<file path="config.mk">
export PLATFORM = sky130hd
export DESIGN_NAME = pass_sequencer
export DESIGN_NICKNAME = d
export VERILOG_FILES = /design/src/rtl/pass_sequencer_pkg.sv /design/src/rtl/pass_sequencer_rc_counter.sv /design/src/rtl/pass_sequencer.sv
export SDC_FILE = /design/constraint.sdc
export NUM_CORES = 1
export LEC_CHECK = 0
export BUFFER_PORTS_ARGS = -buffer_cell sky130_fd_sc_hd__buf_4
export CORE_AREA = 2 2 43 64
export DETAILED_ROUTE_END_ITERATION = 8
export DIE_AREA = 0 0 45 66
export MAX_ROUTING_LAYER = met4
export PLACE_DENSITY = 0.77
export SLEW_MARGIN = 20
export SYNTH_ARGS = -nofsm -noshare
export SYNTH_HDL_FRONTEND = slang
export SYNTH_SLANG_ARGS = --single-unit
</file>
<file path="constraint.sdc">
create_clock -name clk_i -period 5.5 [get_ports clk_i]
set_clock_uncertainty 0.1 [all_clocks]
set_input_delay 1.375 -clock clk_i [delete_from_list [all_inputs] [get_ports clk_i]]
set_output_delay 1.375 -clock clk_i [all_outputs]
set_load 0.01 [all_outputs]
</file>
<file path="src/rtl/pass_sequencer_pkg.sv">
// Shared types and default network dimensions for the training pass sequencer.
package pass_sequencer_pkg;

  // Sequencer states; pass flags are decoded directly from these.
  typedef enum logic [2:0] {
    StIdle = 3'd0,
    StF0   = 3'd1,
    StF1   = 3'd2,
    StBp   = 3'd3,
    StDone = 3'd4
  } state_e;

  // Default network dimensions.
  localparam int unsigned NInDefault  = 4;
  localparam int unsigned NHidDefault = 4;
  localparam int unsigned NOutDefault = 2;

  // True while the state issues MAC beats.
  function automatic logic is_pass(state_e s);
    return (s == StF0) || (s == StF1) || (s == StBp);
  endfunction

endpackage

</file>
<file path="src/rtl/pass_sequencer_rc_counter.sv">
// Nested row/column counter: column is the inner loop, row the outer loop.
module rc_counter #(
  parameter int unsigned IDX_W = 3
) (
  input  logic             clk_i,
  input  logic             rst_i,
  input  logic             step_i,
  input  logic             clr_i,
  input  logic [IDX_W-1:0] row_max_i,
  input  logic [IDX_W-1:0] col_max_i,
  output logic [IDX_W-1:0] row_o,
  output logic [IDX_W-1:0] col_o,
  output logic             last_col_o,
  output logic             last_all_o
);

  logic [IDX_W-1:0] r_row;
  logic [IDX_W-1:0] r_col;
  logic [IDX_W-1:0] w_row_d;
  logic [IDX_W-1:0] w_col_d;

  assign last_col_o = (r_col == col_max_i);
  assign last_all_o = last_col_o && (r_row == row_max_i);
  assign row_o      = r_row;
  assign col_o      = r_col;

  // Next index: clear wins, otherwise advance column then row, wrapping both at the end.
  always_comb begin
    w_row_d = r_row;
    w_col_d = r_col;
    if (clr_i) begin
      w_row_d = '0;
      w_col_d = '0;
    end else if (step_i) begin
      if (last_all_o) begin
        w_row_d = '0;
        w_col_d = '0;
      end else if (last_col_o) begin
        w_row_d = r_row + IDX_W'(1);
        w_col_d = '0;
      end else begin
        w_col_d = r_col + IDX_W'(1);
      end
    end
  end

  // Index registers.
  always_ff @(posedge clk_i or posedge rst_i) begin
    if (rst_i) begin
      r_row <= '0;
      r_col <= '0;
    end else begin
      r_row <= w_row_d;
      r_col <= w_col_d;
    end
  end

endmodule

</file>
<file path="src/rtl/pass_sequencer.sv">
// Steps the shared MAC datapath through f0, f1 and (optionally) backward passes per sample.
module pass_sequencer
  import pass_sequencer_pkg::*;
#(
  parameter int unsigned N_IN   = NInDefault,
  parameter int unsigned N_HID  = NHidDefault,
  parameter int unsigned N_OUT  = NOutDefault,
  parameter int unsigned IDX_W  = 3,
  parameter int unsigned SAMP_W = 4
) (
  input  logic              clk_i,
  input  logic              rst_i,
  input  logic              en_i,
  input  logic              init_i,
  input  logic              abort_i,
  input  logic              train_i,
  input  logic [SAMP_W-1:0] n_samples_i,
  input  logic              mac_ready_i,
  output logic              mac_valid_o,
  output logic [IDX_W-1:0]  row_o,
  output logic [IDX_W-1:0]  col_o,
  output logic              acc_clr_o,
  output logic              acc_wr_o,
  output logic              f0_pass_o,
  output logic              f1_pass_o,
  output logic              b_pass_o,
  output logic [SAMP_W-1:0] sample_o,
  output logic              busy_o,
  output logic              done_o
);

  state_e            r_state;
  state_e            w_state_d;
  logic              r_train;
  logic              w_train_d;
  logic [SAMP_W-1:0] r_nsamp;
  logic [SAMP_W-1:0] w_nsamp_d;
  logic [SAMP_W-1:0] r_sample;
  logic [SAMP_W-1:0] w_sample_d;

  logic [IDX_W-1:0]  w_row_max;
  logic [IDX_W-1:0]  w_col_max;
  logic              w_step;
  logic              w_clr;
  logic              w_last_col;
  logic              w_last_all;
  logic              w_valid;
  logic              w_xfer;
  logic              w_last_sample;

  // Pass geometry selected by the current state.
  always_comb begin
    w_row_max = '0;
    w_col_max = '0;
    unique case (r_state)
      StF0: begin
        w_row_max = IDX_W'(N_HID - 1);
        w_col_max = IDX_W'(N_IN - 1);
      end
      StF1: begin
        w_row_max = IDX_W'(N_OUT - 1);
        w_col_max = IDX_W'(N_HID - 1);
      end
      StBp: begin
        w_row_max = IDX_W'(N_HID - 1);
        w_col_max = IDX_W'(N_OUT - 1);
      end
      default: begin
        w_row_max = '0;
        w_col_max = '0;
      end
    endcase
  end

  rc_counter #(
    .IDX_W(IDX_W)
  ) u_rc_counter (
    .clk_i      (clk_i),
    .rst_i      (rst_i),
    .step_i     (w_step),
    .clr_i      (w_clr),
    .row_max_i  (w_row_max),
    .col_max_i  (w_col_max),
    .row_o      (row_o),
    .col_o      (col_o),
    .last_col_o (w_last_col),
    .last_all_o (w_last_all)
  );

  assign w_valid       = en_i && is_pass(r_state);
  assign w_xfer        = w_valid && mac_ready_i;
  assign w_last_sample = (r_sample == (r_nsamp - SAMP_W'(1)));

  // Next-state logic; en_i low leaves every register untouched.
  always_comb begin
    w_state_d  = r_state;
    w_train_d  = r_train;
    w_nsamp_d  = r_nsamp;
    w_sample_d = r_sample;
    w_step     = 1'b0;
    w_clr      = 1'b0;
    if (en_i) begin
      if (abort_i && (r_state != StIdle)) begin
        w_state_d  = StIdle;
        w_sample_d = '0;
        w_clr      = 1'b1;
      end else begin
        unique case (r_state)
          StIdle: begin
            if (init_i) begin
              w_train_d  = train_i;
              w_nsamp_d  = n_samples_i;
              w_sample_d = '0;
              w_clr      = 1'b1;
              w_state_d  = (n_samples_i == '0) ? StDone : StF0;
            end
          end
          StF0, StF1, StBp: begin
            if (w_xfer) begin
              w_step = 1'b1;
              if (w_last_all) begin
                // Sample ends after f1 in inference, after the backward pass in training.
                if ((r_state == StF0) || ((r_state == StF1) && r_train)) begin
                  w_state_d = (r_state == StF0) ? StF1 : StBp;
                end else if (w_last_sample) begin
                  w_state_d = StDone;
                end else begin
                  w_sample_d = r_sample + SAMP_W'(1);
                  w_state_d  = StF0;
                end
              end
            end
          end
          StDone: begin
            w_state_d = StIdle;
          end
          default: begin
            w_state_d = StIdle;
          end
        endcase
      end
    end
  end

  // State and latched run configuration.
  always_ff @(posedge clk_i or posedge rst_i) begin
    if (rst_i) begin
      r_state  <= StIdle;
      r_train  <= 1'b0;
      r_nsamp  <= '0;
      r_sample <= '0;
    end else begin
      r_state  <= w_state_d;
      r_train  <= w_train_d;
      r_nsamp  <= w_nsamp_d;
      r_sample <= w_sample_d;
    end
  end

  assign mac_valid_o = w_valid;
  assign acc_clr_o   = w_valid && (col_o == '0);
  assign acc_wr_o    = w_xfer && w_last_col;
  assign f0_pass_o   = (r_state == StF0);
  assign f1_pass_o   = (r_state == StF1);
  assign b_pass_o    = (r_state == StBp);
  assign sample_o    = r_sample;
  assign busy_o      = (r_state != StIdle);
  // An abort in DONE suppresses the completion pulse.
  assign done_o      = en_i && !abort_i && (r_state == StDone);

endmodule

</file>
==> flow_metrics.env, run 1 <==
export IMPL_hold_viol_final=0
export IMPL_synth_area_sq_um=1310
export IMPL_yosysSeqAreaShare_pct=34.5
export IMPL_synth_top_area_share_pct=34.5
export IMPL_routed_wl_microns=3120
export IMPL_period_needed_ns=3.48
export IMPL_numClockSinks=18
export IMPL_syn_num_nets=170
export IMPL_cts_root_buf="clkbuf_4"
export IMPL_clk_latency_ns=0.30
export IMPL_io_pins=29
export IMPL_syn_avg_cell_area_sq_um=8.47
export IMPL_die_h_microns=66
export IMPL_grt_pass1_vias=1234
export IMPL_synth_edf_count=0
export IMPL_routabilityCongestion=0.847
export IMPL_asyncSetResetFlopFracSynth_pct=100
export IMPL_cp_num_buf_inv=1
export IMPL_worst_pin_slew_ns=0.698
export IMPL_wl_per_cell_microns=15.4
export IMPL_rows=22
export IMPL_power_leakage_nw=0.740
export IMPL_max_freq_mhz=287
export IMPL_post_cts_buffers=0
export IMPL_syn_to_final_growth_pct=18.5
export IMPL_track_usage_pct=24.3
export IMPL_firstDrtPassIters=5
export IMPL_drive_above_1_share_pct=21.8
export IMPL_grt_antenna_before_repair=0
export IMPL_rsz0062_at_grt="no"
export IMPL_syn_inst=154
export IMPL_fin_setup_tns_ns=0
export IMPL_relSlewSlack_pct=53.4
export IMPL_grt_max_degree=19
export IMPL_nNetsFinal=196
export IMPL_ys_types=46
export IMPL_ys_ff_latch=18
export IMPL_die_area_sq_um=2970
export IMPL_yosysMostFrequentCell="dfrtp_1"
export IMPL_synth_top_area_cell="dfrtp_1"
export IMPL_clockBufferDepth=2
export IMPL_start_kind="flop"
export IMPL_min_period_over_period_pct=63.3
export IMPL_cpPeakStageDelay_ns=0.68
export IMPL_cts_max_level=1
export IMPL_path_cells="xnor2_1 -> nor4_1 -> o31a_2 -> and3_1 -> buf_4"
export IMPL_worst_path_max_fanout=18
export IMPL_worstPathArrival_ns=2.01
export IMPL_max_cap_viol_count=0
export IMPL_die_w_microns=45
export IMPL_viasPerCell=6.15
export IMPL_drt_initial_drc_count=47
export IMPL_overflow=0
export IMPL_cp_end_kind="output port"
export IMPL_ant_nets=0
export IMPL_synth_warnings=0
export IMPL_grt_pass1_wl_microns=5300
export IMPL_ctsResizeCount=0
export IMPL_hpwl_microns=2410
export IMPL_required_ns=4.03
export IMPL_drc=0
export IMPL_ir_drop_uv=327
export IMPL_place_port_buffers=28
export IMPL_cts_tree="yes"
export IMPL_run_status="complete, no violations"
export IMPL_finalSetupViolCount=0
export IMPL_drv_slew=0
export IMPL_hold_class="reg -> reg"
export IMPL_hold_buffers=0
export IMPL_criticalPathCategory="reg -> out"
export IMPL_antenna_cells=0
export IMPL_start_util_pct=53.9
export IMPL_cp_slowest_cell="dfrtp_1"
export IMPL_p_per_area_nw_per_um2=462
export IMPL_synth_area_leaders="dfrtp_1 (35%), ha_1 (4.8%), nor2_1 (4.0%), a21oi_1 (3.8%), nand2_1 (3.7%)"
export IMPL_yosys_most_used_dff="dfrtp_1"
export IMPL_clk_pin_slew_worst_paths_ns=0.11
export IMPL_crit_family="flip-flops"
export IMPL_final_util_pct=63.8
export IMPL_core_area_sq_um=2420
export IMPL_cts_made_buffers=3
export IMPL_vias=1249
export IMPL_netlist_top_cells_count="dfrtp_1 (18), nor2_1 (14), nand2_1 (13), a21oi_1 (10)"
-- flip-flops by register name, summed over array words and instances, names as in the netlist --
register and cells:
r_train 1, u_rc_counter.row_o 3, sample_o 4, u_rc_counter.col_o 3
r_nsamp 4, r_state 3
-- worst paths after layout --
check / cells after the start / startpoint / slack (ns) / end
hold reg to reg: 1 / r_nsamp[3] / 0.45 / r_nsamp[3]
setup reg to reg: 6 / r_state[1] / 3.15 / sample_o[0]
min in group asynchronous: 2 / rst_i / 1.07 / u_rc_counter.row_o[2]
hold / removal: 1 / r_nsamp[3] / 0.45 / r_nsamp[3]
max in group asynchronous: 2 / rst_i / 3.79 / u_rc_counter.col_o[1]
setup / recovery: 5 / r_state[1] / 2.02 / acc_wr_o
-- where the power goes --
part / switching [mW] / internal (mW)
Clock: 0.0464 / 0.0404
Combinational: 0.202 / 0.192
Sequential: 0.0642 / 0.169
Total: 0.313 / 0.402
-- per-layer routing --
layer	track usage, %	part of all wire (%)
met1	25.2	36
met2	44.8	57
met3	1.91	4.7
met4	10.3	2.3
met5	-	0
-- worst register-to-register path, delay by kind of cell, from the launching register on --
family	cells	cell delay, ns
AND/OR/NAND/NOR	2	0.34
multiplexers	1	0.26
XOR/XNOR	1	0.18
flip-flops	1	0.68
AO/OA/AOI/OAI	2	0.70
-- per-stage QoR --
stage / std cells / total power [mW] / hold slack (ns) / setup slack, ns / area [sq um]
floorplan: 154 / 0.515 / 0.378 / 2.19 / 1310
global placement: 199 / 0.615 / 0.424 / 2.11 / 1510
detailed placement: 199 / 0.630 / 0.438 / 2.10 / 1510
CTS: 203 / 0.716 / 0.464 / 2.02 / 1550
global route: 203 / 0.775 / 0.494 / 1.83 / 1550
finish: 203 / 0.714 / 0.455 / 2.02 / 1550
-- cell type report --
type / count / area, sq um
clock buffer: 4 / 36.3
fill: 210 / 876
inverter: 11 / 41.3
multi-input combinational: 118 / 778
sequential: 18 / 450
tap: 24 / 30.0
timing repair buffer: 28 / 210
-- cell families after synthesis --
kind of cell / share of synthesized area (%)
xor gates and xnor gates: 5.18
adders and majority gates: 4.79
AOI/OAI and AO/OA: 17.6
muxes: 4.89
and+or+nand+nor: 27.1
buffers and inverters: 5.85
DFF: 34.5
-- placed cells by master (no fill, tap or decap), types with 2 or more instances in the layout --
cell type,netlist,final
a21oi_1,10,10
and3_1,5,5
buf_4,1,28
clkbuf_4,0,3
dfrtp_1,18,18
ha_1,5,5
inv_1,9,9
inv_2,2,2
mux2_1,2,2
mux2i_1,3,3
nand2_1,13,13
nand2b_1,3,3
nand3_1,4,4
nand3b_1,2,2
nand4_1,2,2
nor2_1,14,14
nor3_1,9,9
nor4_1,3,3
o21ai_0,5,5
o21ai_1,5,5
o31ai_1,3,3
or3_1,4,4
xnor2_1,4,4
No activity file was read; power rests on OpenSTA's default activity.
==> run 2: changes to the inputs <==
--- a/config.mk
+++ b/config.mk
@@ -6,11 +6,11 @@
 export NUM_CORES = 1
 export LEC_CHECK = 0
 export BUFFER_PORTS_ARGS = -buffer_cell sky130_fd_sc_hd__buf_4
-export CORE_AREA = 2 2 43 64
+export CORE_AREA = 2 2 46 69
 export DETAILED_ROUTE_END_ITERATION = 8
-export DIE_AREA = 0 0 45 66
+export DIE_AREA = 0 0 48 71
 export MAX_ROUTING_LAYER = met4
-export PLACE_DENSITY = 0.77
+export PLACE_DENSITY = 0.71
 export SLEW_MARGIN = 20
 export SYNTH_ARGS = -nofsm -noshare
 export SYNTH_HDL_FRONTEND = slang
==> constraint.sdc (replaced) <==
create_clock -name clk_i -period 3 [get_ports clk_i]
set_clock_uncertainty 0.1 [all_clocks]
set_input_delay 0.75 -clock clk_i [delete_from_list [all_inputs] [get_ports clk_i]]
set_output_delay 0.75 -clock clk_i [all_outputs]
set_load 0.01 [all_outputs]
==> run 2 against run 1 <==
Global-route usage shrank 2.7 points. First-iteration DRC count shrank 43%. Largest cell class unchanged. Flip-flop and latch count is the same. Sequential power grew 84%. Highest routed layer unchanged. Routed wire length shrank 2.0%. Critical path type unchanged. Register-to-register slack lost 2.5 ns. Hold slack lost 0.025 ns. Worst setup slack lost 1.8 ns.
==> flow_metrics.env, run 2 (synthesis results as in run 1) <==
export IMPL_run_status="complete, no violations"
export IMPL_path_cells="xnor2_1 -> nor4_1 -> o31a_2 -> and3_1 -> buf_4"
export IMPL_required_ns=2.15
export IMPL_numClockSinks=18
export IMPL_rr_worst_depth=6
export IMPL_hpwl_microns=2380
export IMPL_die_h_microns=71
export IMPL_io_pins=29
export IMPL_postPlaceCellArea_sq_um=1530
export IMPL_worst_pin_slew_ns=0.718
export IMPL_setup_slack_ns=0.233
export IMPL_nFillCells=263
export IMPL_rows=24
export IMPL_drive_above_1_share_pct=21.8
export IMPL_drc=0
export IMPL_cts_tree="yes"
export IMPL_p_total_mw=1.34
export IMPL_max_freq_mhz=361
export IMPL_grt_antenna_before_repair=0
export IMPL_hold_viol_final=0
export IMPL_die_w_microns=48
export IMPL_cp_slowest_cell="dfrtp_1"
export IMPL_max_cap_viol_count=0
export IMPL_period_needed_ns=2.77
export IMPL_cts_made_buffers=3
export IMPL_p_sw_share_pct=42.0
export IMPL_p_int_mw=0.778
export IMPL_clk_pin_slew_worst_paths_ns=0.07
export IMPL_grt_max_degree=19
export IMPL_drv_slew=0
export IMPL_layout_common_cells="buf_4 (28), dfrtp_1 (18), nor2_1 (14), nand2_1 (13), a21oi_1 (10)"
export IMPL_met3_usage_pct=2.30
export IMPL_hold_class="reg -> reg"
export IMPL_cpPeakStageDelay_ns=0.65
export IMPL_finalNonFillerCells=218
export IMPL_antenna_cells=0
export IMPL_track_usage_pct=21.6
export IMPL_hold_worst_slack_ns=0.430
export IMPL_use_met2_pct=37.0
export IMPL_rrSetupSlack_ns=0.69
export IMPL_hp_start="r_nsamp[3]"
export IMPL_vias=1216
export IMPL_place_port_buffers=28
export IMPL_viasPerCell=5.58
export IMPL_grt_pass1_wl_microns=5320
export IMPL_syn_to_final_growth_pct=21.4
export IMPL_holdPathStages=1
export IMPL_min_period_over_period_pct=92.2
export IMPL_clockBufferDepth=2
export IMPL_ctsResizeCount=0
export IMPL_die_area_sq_um=3410
export IMPL_worstPathArrival_ns=1.92
export IMPL_routabilityCongestion=0.811
export IMPL_power_leakage_nw=0.748
export IMPL_cp_end_kind="output port"
export IMPL_worst_path_max_fanout=18
export IMPL_ir_drop_uv=498
export IMPL_final_util_pct=55.5
export IMPL_dp_worst_setup_slack_ns=0.536
export IMPL_fin_area_sq_um=1580
export IMPL_cts_root_buf="clkbuf_8"
export IMPL_seqPwrFrac_pct=32.0
export IMPL_finalSetupViolCount=0
export IMPL_fin_setup_tns_ns=0
export IMPL_clk_latency_ns=0.26
export IMPL_worstReg2RegEnd="sample_o[0]"
export IMPL_dp_cells=214
export IMPL_drt_initial_drc_count=27
export IMPL_grt_use_met1_pct=25.7
export IMPL_power_switching_mw=0.563
export IMPL_relSlewSlack_pct=52.1
export IMPL_criticalPathCategory="reg -> out"
export IMPL_core_area_sq_um=2850
export IMPL_ant_nets=0
export IMPL_cts_max_level=1
export IMPL_p_per_area_nw_per_um2=846
export IMPL_nNetsFinal=196
export IMPL_grt_busiest_layer="met2"
export IMPL_rsz0062_at_grt="no"
export IMPL_layout_commonest_cell="buf_4"
export IMPL_start_util_pct=45.7
export IMPL_routed_wl_microns=3060
export IMPL_hold_buffers=0
export IMPL_wl_per_cell_microns=14.0
export IMPL_pwr_share_clk_pct=15.4
export IMPL_r2r_start="r_state[1]"
export IMPL_post_cts_buffers=0
export IMPL_holdPathEnd="r_nsamp[3]"
export IMPL_firstDrtPassIters=4
export IMPL_start_kind="flop"
export IMPL_combinationalPowerShare_pct=52.6
export IMPL_overflow=0
export IMPL_grt_pass1_vias=1206
run 2: metal layers:
| layer | vias up | part of all wire [%] |
|---|---|---|
| met4 | 0 | 1.3 |
| met2 | 36 | 54 |
| met1 | 573 | 40 |
| met5 | - | 0 |
| met3 | 5 | 4.0 |
| li1 | 602 | - |
run 2: power by group through the flow:
| stage | combinational [mW] | clock [mW] | sequential [mW] |
|---|---|---|---|
| 2_1_floorplan | 0.561 | 0 | 0.383 |
| 4_1_cts | 0.713 | 0.213 | 0.427 |
| 6_report | 0.705 | 0.206 | 0.430 |
| 3_3_place_gp | 0.687 | 0 | 0.425 |
| 5_1_grt | 0.798 | 0.223 | 0.445 |
| 3_5_place_dp | 0.709 | 0 | 0.432 |
run 2: critical path: cells and delay by family (launching register included):
family | cells | cell delay [ns]
AND/OR/NAND/NOR | 2 | 0.26
buffers and inverters | 1 | 0.14
XOR/XNOR | 1 | 0.17
flip-flops | 1 | 0.65
AO/OA/AOI/OAI | 1 | 0.43
run 2: worst max path at each step:
| stage | startpoint | end | slack [ns] | cells after the start |
|---|---|---|---|---|
| 6_report | r_state[1] | acc_wr_o | 0.23 | 5 |
| 4_1_cts | r_state[1] | acc_wr_o | 0.25 | 5 |
| 3_3_place_gp | r_state[1] | acc_wr_o | 0.59 | 5 |
| 2_1_floorplan | u_rc_counter.col_o[0] | acc_wr_o | 0.83 | 4 |
| 3_5_place_dp | r_state[1] | acc_wr_o | 0.54 | 5 |
| 5_1_grt | r_state[1] | acc_wr_o | 0.16 | 5 |
run 2: layout make-up:
class                   count  area (sq um)  share of cell area (%)
flip-flops and latches     18           450                    28.4
well taps                  39          48.8                    3.08
multi-input cells         118           778                    49.1
inverters                  11          41.3                    2.61
clock buffers               4          55.1                    3.48
repair buffers             28           210                    13.3
